<file path="src/rtl/clkdiv_pkg.sv">
// Shared defaults, index-width helper and per-channel state layout for clk_divider_prog.
package clkdiv_pkg;

  localparam int CNT_W_DEF   = 16;
  localparam int DEF_DIV_DEF = 25000;

  function automatic int ch_w(input int n);
    return (n <= 2) ? 1 : $clog2(n);
  endfunction

  // Layout at the default counter width; channels rebuild it at their own CNT_W.
  typedef struct packed {
    logic [CNT_W_DEF-1:0] cnt;
    logic [CNT_W_DEF-1:0] half;
    logic [CNT_W_DEF-1:0] shadow;
    logic                 pend;
  } ch_state_t;

endpackage

</file>
<file path="src/rtl/clkdiv_channel.sv">
// One divider channel: counter, shadow/apply of the half-period, registered clkout/tick.
// CLKDIV_PHASE_SYNC_EN adds the sync input that restarts the channel phase-aligned.
module clkdiv_channel
  import clkdiv_pkg::*;
#(
  parameter int CNT_W   = CNT_W_DEF,
  parameter int DEF_DIV = DEF_DIV_DEF
) (
  input  logic             clkin,
  input  logic             rst,
  input  logic             wr,
  input  logic [CNT_W-1:0] wr_div,
`ifdef CLKDIV_PHASE_SYNC_EN
  input  logic             sync,
`endif
  output logic             clkout,
  output logic             tick,
  output logic             pend
);

  typedef struct packed {
    logic [CNT_W-1:0] cnt;
    logic [CNT_W-1:0] half;
    logic [CNT_W-1:0] shadow;
    logic             pend;
  } state_t;

  localparam logic [CNT_W-1:0] DEF_H = CNT_W'(DEF_DIV);
  localparam logic [CNT_W-1:0] ONE   = {{(CNT_W-1){1'b0}}, 1'b1};

  state_t st;

  assign pend = st.pend;

  always_ff @(posedge clkin or negedge rst) begin
    if (!rst) begin
      st     <= '{cnt: '0, half: DEF_H, shadow: DEF_H, pend: 1'b0};
      clkout <= 1'b0;
      tick   <= 1'b0;
    end else begin
      tick <= 1'b0;
`ifdef CLKDIV_PHASE_SYNC_EN
      if (sync) begin
        st.cnt <= '0;
        clkout <= 1'b0;
        if (st.pend) begin
          st.half <= st.shadow;
          st.pend <= 1'b0;
        end
      end else
`endif
      if (st.half == '0) begin
        st.cnt <= '0;
        clkout <= 1'b0;
        if (st.pend) begin
          st.half <= st.shadow;
          st.pend <= 1'b0;
        end
      end else if (st.cnt == st.half - ONE) begin
        st.cnt <= '0;
        clkout <= ~clkout;
        tick   <= 1'b1;
        // New half-period only lands on the falling edge that closes a full period.
        if (clkout && st.pend) begin
          st.half <= st.shadow;
          st.pend <= 1'b0;
        end
      end else begin
        st.cnt <= st.cnt + ONE;
      end
      // Placed last so a same-edge write keeps pend set and lands in the shadow.
      if (wr) begin
        st.shadow <= wr_div;
        st.pend   <= 1'b1;
      end
    end
  end

endmodule

</file>
<file path="src/rtl/clk_divider_prog.sv">
// Runtime-programmable multi-channel 50%-duty clock divider with per-channel tick strobes.
// CLKDIV_PHASE_SYNC_EN adds a sync input that realigns all channels.
module clk_divider_prog
  import clkdiv_pkg::*;
#(
  parameter int NUM_CH  = 4,
  parameter int CNT_W   = CNT_W_DEF,
  parameter int DEF_DIV = DEF_DIV_DEF
) (
  input  logic                      clkin,
  input  logic                      rst,
  input  logic                      wr_en,
  input  logic [ch_w(NUM_CH)-1:0]   wr_ch,
  input  logic [CNT_W-1:0]          wr_div,
`ifdef CLKDIV_PHASE_SYNC_EN
  input  logic                      sync,
`endif
  output logic [NUM_CH-1:0]         clkout,
  output logic [NUM_CH-1:0]         tick,
  output logic [NUM_CH-1:0]         pend
);

  localparam int CH_W = ch_w(NUM_CH);

  logic [NUM_CH-1:0] wr_sel;

  for (genvar i = 0; i < NUM_CH; i++) begin : g_ch
    // Indices at or above NUM_CH match no channel, so such writes are dropped.
    assign wr_sel[i] = wr_en && (wr_ch == CH_W'(i));

    clkdiv_channel #(
      .CNT_W   (CNT_W),
      .DEF_DIV (DEF_DIV)
    ) u_ch (
      .clkin  (clkin),
      .rst    (rst),
      .wr     (wr_sel[i]),
      .wr_div (wr_div),
`ifdef CLKDIV_PHASE_SYNC_EN
      .sync   (sync),
`endif
      .clkout (clkout[i]),
      .tick   (tick[i]),
      .pend   (pend[i])
    );
  end

endmodule

</file>
<file path="config.mk">
export PLATFORM = sky130hd
export DESIGN_NAME = clk_divider_prog
export DESIGN_NICKNAME = d
export VERILOG_FILES = /design/src/rtl/clkdiv_pkg.sv /design/src/rtl/clkdiv_channel.sv /design/src/rtl/clk_divider_prog.sv
export SDC_FILE = /design/constraint.sdc
export NUM_CORES = 1
export LEC_CHECK = 0
export ABC_AREA = 1
export BUFFER_PORTS_ARGS = -buffer_cell sky130_fd_sc_hd__buf_2
export CELL_PAD_IN_SITES_DETAIL_PLACEMENT = 1
export CELL_PAD_IN_SITES_GLOBAL_PLACEMENT = 1
export CORE_MARGIN = 1
export CORE_UTILIZATION = 36
export CTS_BUF_LIST = sky130_fd_sc_hd__clkbuf_2 sky130_fd_sc_hd__clkbuf_4 sky130_fd_sc_hd__clkbuf_8
export DETAILED_ROUTE_END_ITERATION = 10
export MAX_ROUTING_LAYER = met4
export PLACE_DENSITY_LB_ADDON = 0.12
export SYNTH_ARGS = -nofsm -noshare
export SYNTH_HDL_FRONTEND = slang
export SYNTH_SLANG_ARGS = --single-unit
</file>
<file path="constraint.sdc">
create_clock -name clkin -period 2.07 [get_ports clkin]
set_input_delay 0.414 -clock clkin [delete_from_list [all_inputs] [get_ports clkin]]
set_output_delay 0.414 -clock clkin [all_outputs]
set_load 0.01 [all_outputs]
</file>
==> impl_metrics.yaml, run 1 <==
cells_and_area:
  final_common_cell: "nand2_1"
  layout.nets: 1898
  mostFrequentLayoutCells: "nand2_1, buf_4, dfrtp_1"
  fill_cells: 3885
  final-seq-area_sq_um: 5180
  area_growth_pct: 43.3
  multiInputGateArea_sq_um: 7480
  num_antenna_cells: 0
  layout-drive-gt1-share_pct: 40.5
floorplanning:
  die_h_um: 183
  die_area_sq_um: 33600
  io_pins: 33
  core_sq_um: 32500
  initial_utilization_pct: 36.5
  num_rows: 66
  die_w_um: 183
power:
  leakage_nw: 8.14
  p_per_area_nw_per_um2: 1550
  ir_worst_vdd_mv: 1.17
sta:
  finalHoldViolCount: 0
  drv_slew: 0
  timing.hold.ws_ns: 0.242
  skew_ns: 0.0139
  setup_ws_ns: -0.198
  tightest_slew_ns: 0.618
  fin_crit_sh_pct: 110
  setup_violations: 120
  fmax_ghz: 0.441
  max_slew_margin_pct: 58.8
  rsz0062_at_grt: "yes"
  final.min_clock_period_ns: 2.27
detailed_routing:
  wl_per_cell_um: 16.9
  vias: 11536
  drt_iter0_markers: 465
  first_pass_iters: 5
  wl_um: 39700
  drc_errors: 0
  ant_nets: 0
  viasPerCell: 4.92
placement:
  routabilityCongestion: 0.850
  port_buffers: 32
  dp_hpwl_um: 26900
  post-place-ws_ns: -0.242
clock_network:
  cts_buffers: 40
  cts_root_buf: "clkbuf_8"
  cts_tree: "done"
  clk_latency_ns: 0.57
  cts_buffer_depth: 3
  cts_sinks: 204
  htreeDepth: 2
  clk_transition_reported_paths_ns: 0.06
yosys:
  yosys.area.top_type: "dfrtp_1"
  synth.net_count: 1635
  ys_ff_latch: 204
  avgSynthCellArea_sq_um: 7.38
  async_flop_share_pct: 100
  synthCells: 1606
  synthTopCellsByArea: "dfrtp_1, nand2_1, dfstp_2"
  ys_warn_count: 0
  netlist_area_sq_um: 11800
  synth_ff_type: "dfrtp_1"
  synth_top_area_share_pct: 33.0
  ys_seq_area_share_pct: 43.6
  synth_cell_type_count: 39
  synth-edff-count: 0
critical_path:
  crit_path_end_kind: "flop"
  r2r_cells: 15
  crit_fanout: 8
  reg2reg_setup_slack_ns: -0.20
  required_ns: 2.52
  worst_setup_path_start_kind: "flop"
  critPathArrivalTime_ns: 2.72
  critical_path_class: "reg -> reg"
  reg2reg_from: "g_ch[1].u_ch.st[23]"
  rr_endpoint: "g_ch[1].u_ch.st[21]"
run:
  cap_violations: 0
global_routing:
  grt_pass1_wl_um: 61700
  antenna_found_initial: 0
  grt_start_max_net_pins: 69
  overflow: 0
  track_usage_pct: 23.8
  grt_pass1_vias: 11987
hold_path:
  hold_end: "g_ch[3].u_ch.st[8]"
  hold_start: "wr_div[7]"
  hp-class: "in -> reg"
  hold_depth: 3
run_status:
  run_status: "finished, violations left"
  violations: "negative setup slack"
==> cells by family (layout without fill, tap and decap cells) <==
kind of cell / Yosys count / count (layout) / share of synthesized area [%]
and+or+nand+nor: 993 / 998 / 37.1
buffers and inverters: 210 / 500 / 7.52
DFF: 204 / 204 / 43.6
AOI/OAI and AO/OA: 108 / 108 / 4.81
xor gates and xnor gates: 83 / 83 / 6.14
adders and majority gates: 8 / 8 / 0.845
==> sequential cells by signal, indices dropped and copies added (netlist names) <==
signal	count
g_ch.u_ch.clkout	4
g_ch.u_ch.pend	4
g_ch.u_ch.st	192
g_ch.u_ch.tick	4
==> where the power goes <==
part / internal [mW] / total [mW] / switching, mW / leakage (nW)
Combinational: 6.93 / 15.8 / 8.84 / 5.18
Clock: 2.32 / 4.18 / 1.87 / 0.442
Sequential: 5.14 / 6.40 / 1.26 / 2.52
Total: 14.4 / 26.4 / 12.0 / 8.14
==> area by class of cell <==
class	instances	area share, %
Clock buffer	63	4.41
Clock inverter	11	0.413
Inverter	170	3.80
Multi-Input combinational cell	1197	44.1
Sequential cell	204	30.5
Tap cell	442	3.26
Timing Repair Buffer	256	13.5
==> how the worst max path moves through the flow <==
stage	startpoint	endpoint	slack, ns
2_1_floorplan	g_ch[2].u_ch.st[17]	g_ch[2].u_ch.st[23]	0.003
3_3_place_gp	g_ch[3].u_ch.st[18]	g_ch[3].u_ch.st[18]	-0.20
3_5_place_dp	g_ch[3].u_ch.st[18]	g_ch[3].u_ch.st[47]	-0.24
4_1_cts	g_ch[3].u_ch.st[18]	g_ch[3].u_ch.st[32]	-0.11
5_1_grt	g_ch[1].u_ch.st[23]	g_ch[1].u_ch.st[27]	-0.34
6_report	g_ch[1].u_ch.st[23]	g_ch[1].u_ch.st[21]	-0.20
==> synth_stat cells, types with 2 or more instances <==
library cell and number:
nand2_1 488, nor2_1 203, inv_1 159, dfrtp_1 156
nand3_1 156, o21ai_0 80, xor2_1 51, dfstp_2 48
nor3_1 38, xnor2_1 32, nand4_1 22, a21oi_1 21
buf_4 18, nand3b_1 17, nor2_2 16, clkbuf_1 14
inv_2 10, ha_1 8, nand2_4 8, nand2_2 7
nand3_2 7, nor2_4 7, nor3_2 6, nor4_1 5
or2_2 5, buf_2 4, buf_6 4, and3_1 3
o21ai_1 2, or2_1 2
==> critical path, stage by stage, from the launching register on <==
cell and delay [ns]:
dfrtp_2 0.47, nor2_4 0.14, buf_4 0.12, nand2_1 0.05
nor2_1 0.18, nand3_1 0.14, nand2_2 0.12, nand2_1 0.07
inv_2 0.06, nand2_1 0.07, nor2_2 0.15, nand3_2 0.14
nand2_8 0.15, nand2_8 0.12, nand2_2 0.09, nand2_2 0.05
==> per-stage QoR <==
step / setup TNS [ns] / cells / power (mW) / util (%) / instance area [sq um]
floorplan: 0 / 1606 / 13.2 / - / 11800
global placement: -8.29 / 2185 / 17.1 / 41.9 / 13600
detailed placement: -15.64 / 2185 / 17.4 / 41.9 / 13600
CTS: -4.49 / 2313 / 23.9 / 48.1 / 15600
global route: -29.32 / 2343 / 28.4 / 52.3 / 17000
finish: -11.45 / 2343 / 26.4 / 52.3 / 17000
==> repair_timing <==
action                                 4_1_cts  5_1_grt
resized for setup                          173      294
buffers inserted                            48       48
hold buffers                                 1        0
pin swaps                                   50      115
endpoints found under the hold margin       36        0
setup endpoints to repair                  132      139
gates cloned                                 7        5
==> layer usage <==
metal	vias to the layer above	track usage, %	wire length (um)
met5	-	-	0
met4	0	6.47	932
met3	66	3.26	1190
met2	142	39.0	19700
met1	5696	30.8	17900
li1	5632	-	-
Note: power is estimated with default switching activity, not from simulation.
==> run 2: changes to the inputs <==
--- a/config.mk
+++ b/config.mk
@@ -12,9 +12,11 @@
 export CORE_MARGIN = 1
 export CORE_UTILIZATION = 36
 export CTS_BUF_LIST = sky130_fd_sc_hd__clkbuf_2 sky130_fd_sc_hd__clkbuf_4 sky130_fd_sc_hd__clkbuf_8
+export CTS_CLUSTER_DIAMETER = 80
 export DETAILED_ROUTE_END_ITERATION = 10
 export MAX_ROUTING_LAYER = met4
 export PLACE_DENSITY_LB_ADDON = 0.12
 export SYNTH_ARGS = -nofsm -noshare
 export SYNTH_HDL_FRONTEND = slang
+export SYNTH_HIERARCHICAL = 1
 export SYNTH_SLANG_ARGS = --single-unit
==> run 2 against run 1 <==
  * The run still ends with negative setup slack left
  * Clock skew increased by 0.015 ns
  * Flip-flop and latch count unchanged
  * Cell count decreased by 0.73%
  * Wire length decreased by 6.4%
  * First-iteration DRC count increased by 6.5%
  * Hold slack got worse by 0.11 ns
  * Die area increased by 0.65%
  * Synthesized area increased by 0.65%
  * Critical path type unchanged
  * Critical endpoint is now g_ch[3].u_ch/st[19]
  * Largest cell class unchanged
==> impl_metrics.yaml, run 2 <==
clock_network:
  cts_sinks: 204
  clk_latency_ns: 0.56
  clk_transition_reported_paths_ns: 0.06
  htreeDepth: 2
  cts_root_buf: "clkbuf_8"
  cts_buffer_depth: 3
  cts_tree: "done"
  cts_buffers: 40
critical_path:
  required_ns: 2.55
  worst_setup_path_start_kind: "flop"
  critical_path_class: "reg -> reg"
  crit_chain: "buf_4 > nor2_4 > buf_6 > nand3_1 > nand2_2 > nand2_1 > nand2_2 > nand2_2 > nor2_2 > nand2_1 > nor2_2 > nand2_2 > nand2_4 > clkbuf_16 > nand3_1 > nand2_1"
  critPathSlowestCell: "dfrtp_1"
  worstPathBufferInverterCount: 3
  path_delay_family: "simple AND/OR/NAND/NOR gates"
  crit_top_cell: "nand2_2"
  crit_path_end_kind: "flop"
  critPathArrivalTime_ns: 2.66
  slowest_delay_ns: 0.38
  crit_fanout: 8
detailed_routing:
  wl_um: 37200
  first_pass_iters: 4
  drt_iter0_markers: 495
  viasPerCell: 4.88
  vias: 11344
  ant_nets: 0
  drc_errors: 0
  wl_per_cell_um: 16.0
yosys:
  ys_ff_latch: 204
  yosysMostFrequentCell: "nand2_1"
  synth_top_area_share_pct: 32.7
  synth.net_count: 1668
  synthTopCellsByCount: "nand2_1, nor2_1, dfrtp_1, nand3_1, inv_1"
  synth_ff_type: "dfrtp_1"
  ys_seq_area_share_pct: 43.3
  avgSynthCellArea_sq_um: 7.27
  synth_cell_type_count: 37
  synthTopCellsByArea: "dfrtp_1, nand2_1, dfstp_2"
  ys_warn_count: 6
  netlist_area_sq_um: 11900
  yosys.area.top_type: "dfrtp_1"
  synth-edff-count: 0
  async_flop_share_pct: 100
  synthCells: 1639
cells_and_area:
  mostFrequentLayoutCells: "nand2_1, dfrtp_1, nor2_1"
  layout-drive-gt1-share_pct: 36.1
  fill_cells: 3990
  final-seq-area_sq_um: 5180
  final_cells: 2326
  largest_register_ffs: 192
  multiInputGateArea_sq_um: 7440
  regMostFlops: "g_ch.u_ch/st"
  final_common_cell: "nand2_1"
  num_antenna_cells: 0
  layout.nets: 1882
  area_growth_pct: 37.2
sta:
  finalHoldViolCount: 0
  max_slew_margin_pct: 64.5
  rsz0062_at_grt: "yes"
  skew_ns: 0.0291
  fin_crit_sh_pct: 105
  final.min_clock_period_ns: 2.18
  setup_ws_ns: -0.106
  tightest_slew_ns: 0.529
  fmax_ghz: 0.460
  drv_slew: 0
  setup_violations: 87
placement:
  dp_cells: 2194
  routabilityCongestion: 0.871
  port_buffers: 32
  post-place-ws_ns: -0.138
  dp_hpwl_um: 25800
floorplanning:
  core_sq_um: 32500
  io_pins: 33
  initial_utilization_pct: 36.6
  num_rows: 66
  die_area_sq_um: 33900
  die_w_um: 184
  die_h_um: 184
global_routing:
  antenna_found_initial: 0
  grt_start_max_net_pins: 54
  track_usage_pct: 21.8
  grt_pass1_vias: 11487
  overflow: 0
  grt_pass1_wl_um: 57500
power:
  leakage_nw: 7.99
  ir_worst_vdd_mv: 0.698
  p_per_area_nw_per_um2: 1340
run_status:
  run_status: "finished, violations left"
  violations: "negative setup slack"
run:
  cap_violations: 0
hold_path:
  hp-class: "in -> reg"
[run 2: worst paths after layout]
path | depth (start not counted) | slack, ns | startpoint | endpoint
max in group asynchronous | 3 | 0.96 | rst | g_ch[0].u_ch/st[14]
worst max-delay path | 16 | -0.11 | g_ch[3].u_ch/st[18] | g_ch[3].u_ch/st[19]
min in group asynchronous | 2 | 0.41 | rst | g_ch[3].u_ch/st[42]
worst min register to register | 2 | 0.46 | g_ch[1].u_ch/st[4] | g_ch[1].u_ch/st[20]
worst min-delay path | 3 | 0.13 | wr_div[7] | g_ch[1].u_ch/st[8]
worst max register to register | 16 | -0.11 | g_ch[3].u_ch/st[18] | g_ch[3].u_ch/st[19]
[run 2: logic make-up after synthesis]
group	share of synthesized area (%)
AOI/OAI and AO/OA	1.99
xor gates and xnor gates	6.02
adders and majority gates	0.840
buffers and inverters	5.88
DFF	43.3
and+or+nand+nor	41.9
[run 2: layout make-up]
class	instances	share of cell area, %
Clock buffer	67	5.14
Clock inverter	6	0.367
Inverter	131	3.01
Multi-Input combinational cell	1275	45.4
Sequential cell	204	31.6
Tap cell	442	3.38
Timing Repair Buffer	201	11.0
[run 2: worst reg2reg max path: stages, from the launching register on]
cell       delay, ns
dfrtp_1         0.38
buf_4           0.15
nor2_4          0.15
buf_6           0.12
nand3_1         0.11
nand2_2         0.12
nand2_1         0.07
nand2_2         0.08
nand2_2         0.05
nor2_2          0.10
nand2_1         0.07
nor2_2          0.13
nand2_2         0.10
nand2_4         0.17
clkbuf_16       0.18
nand3_1         0.07
nand2_1         0.07
[run 2: through the flow]
stage | utilization (%) | power [mW] | setup TNS, ns | hold slack (ns) | area [sq um]
after floorplan | - | 11.6 | 0 | 0.118 | 11900
after global placement | 41.3 | 14.3 | -2.12 | 0.426 | 13400
after detailed placement | 41.3 | 14.6 | -6.20 | 0.426 | 13400
after CTS | 45.0 | 19.7 | 0 | 0.104 | 14700
after global routing | 50.3 | 23.7 | -20.80 | 0.108 | 16400
final | 50.3 | 22.0 | -3.25 | 0.129 | 16400
[run 2: layer usage]
layer / vias to the layer above / global-route usage (%) / share of wire, %
li1: 5601 / - / -
met3: 58 / 3.68 / 3.4
met4: 0 / 5.87 / 2.0
met1: 5556 / 27.6 / 45
met5: - / - / 0
met2: 129 / 36.0 / 49
[run 2: power by group]
part,switching [mW],internal (mW)
combinational,6.57,5.00
clock,1.79,2.68
sequential,1.01,4.93
total,9.37,12.6
[run 2: repair_timing]
| item | 4_1_cts | 5_1_grt |
|---|---|---|
| setup buffers | 10 | 41 |
| gates resized for setup | 57 | 317 |
| pin swaps | 17 | 157 |
| setup endpoints to repair | 114 | 140 |
| endpoints found under the hold margin | 30 | 0 |
| cloned | 1 | 9 |
| hold buffers | 1 | 0 |
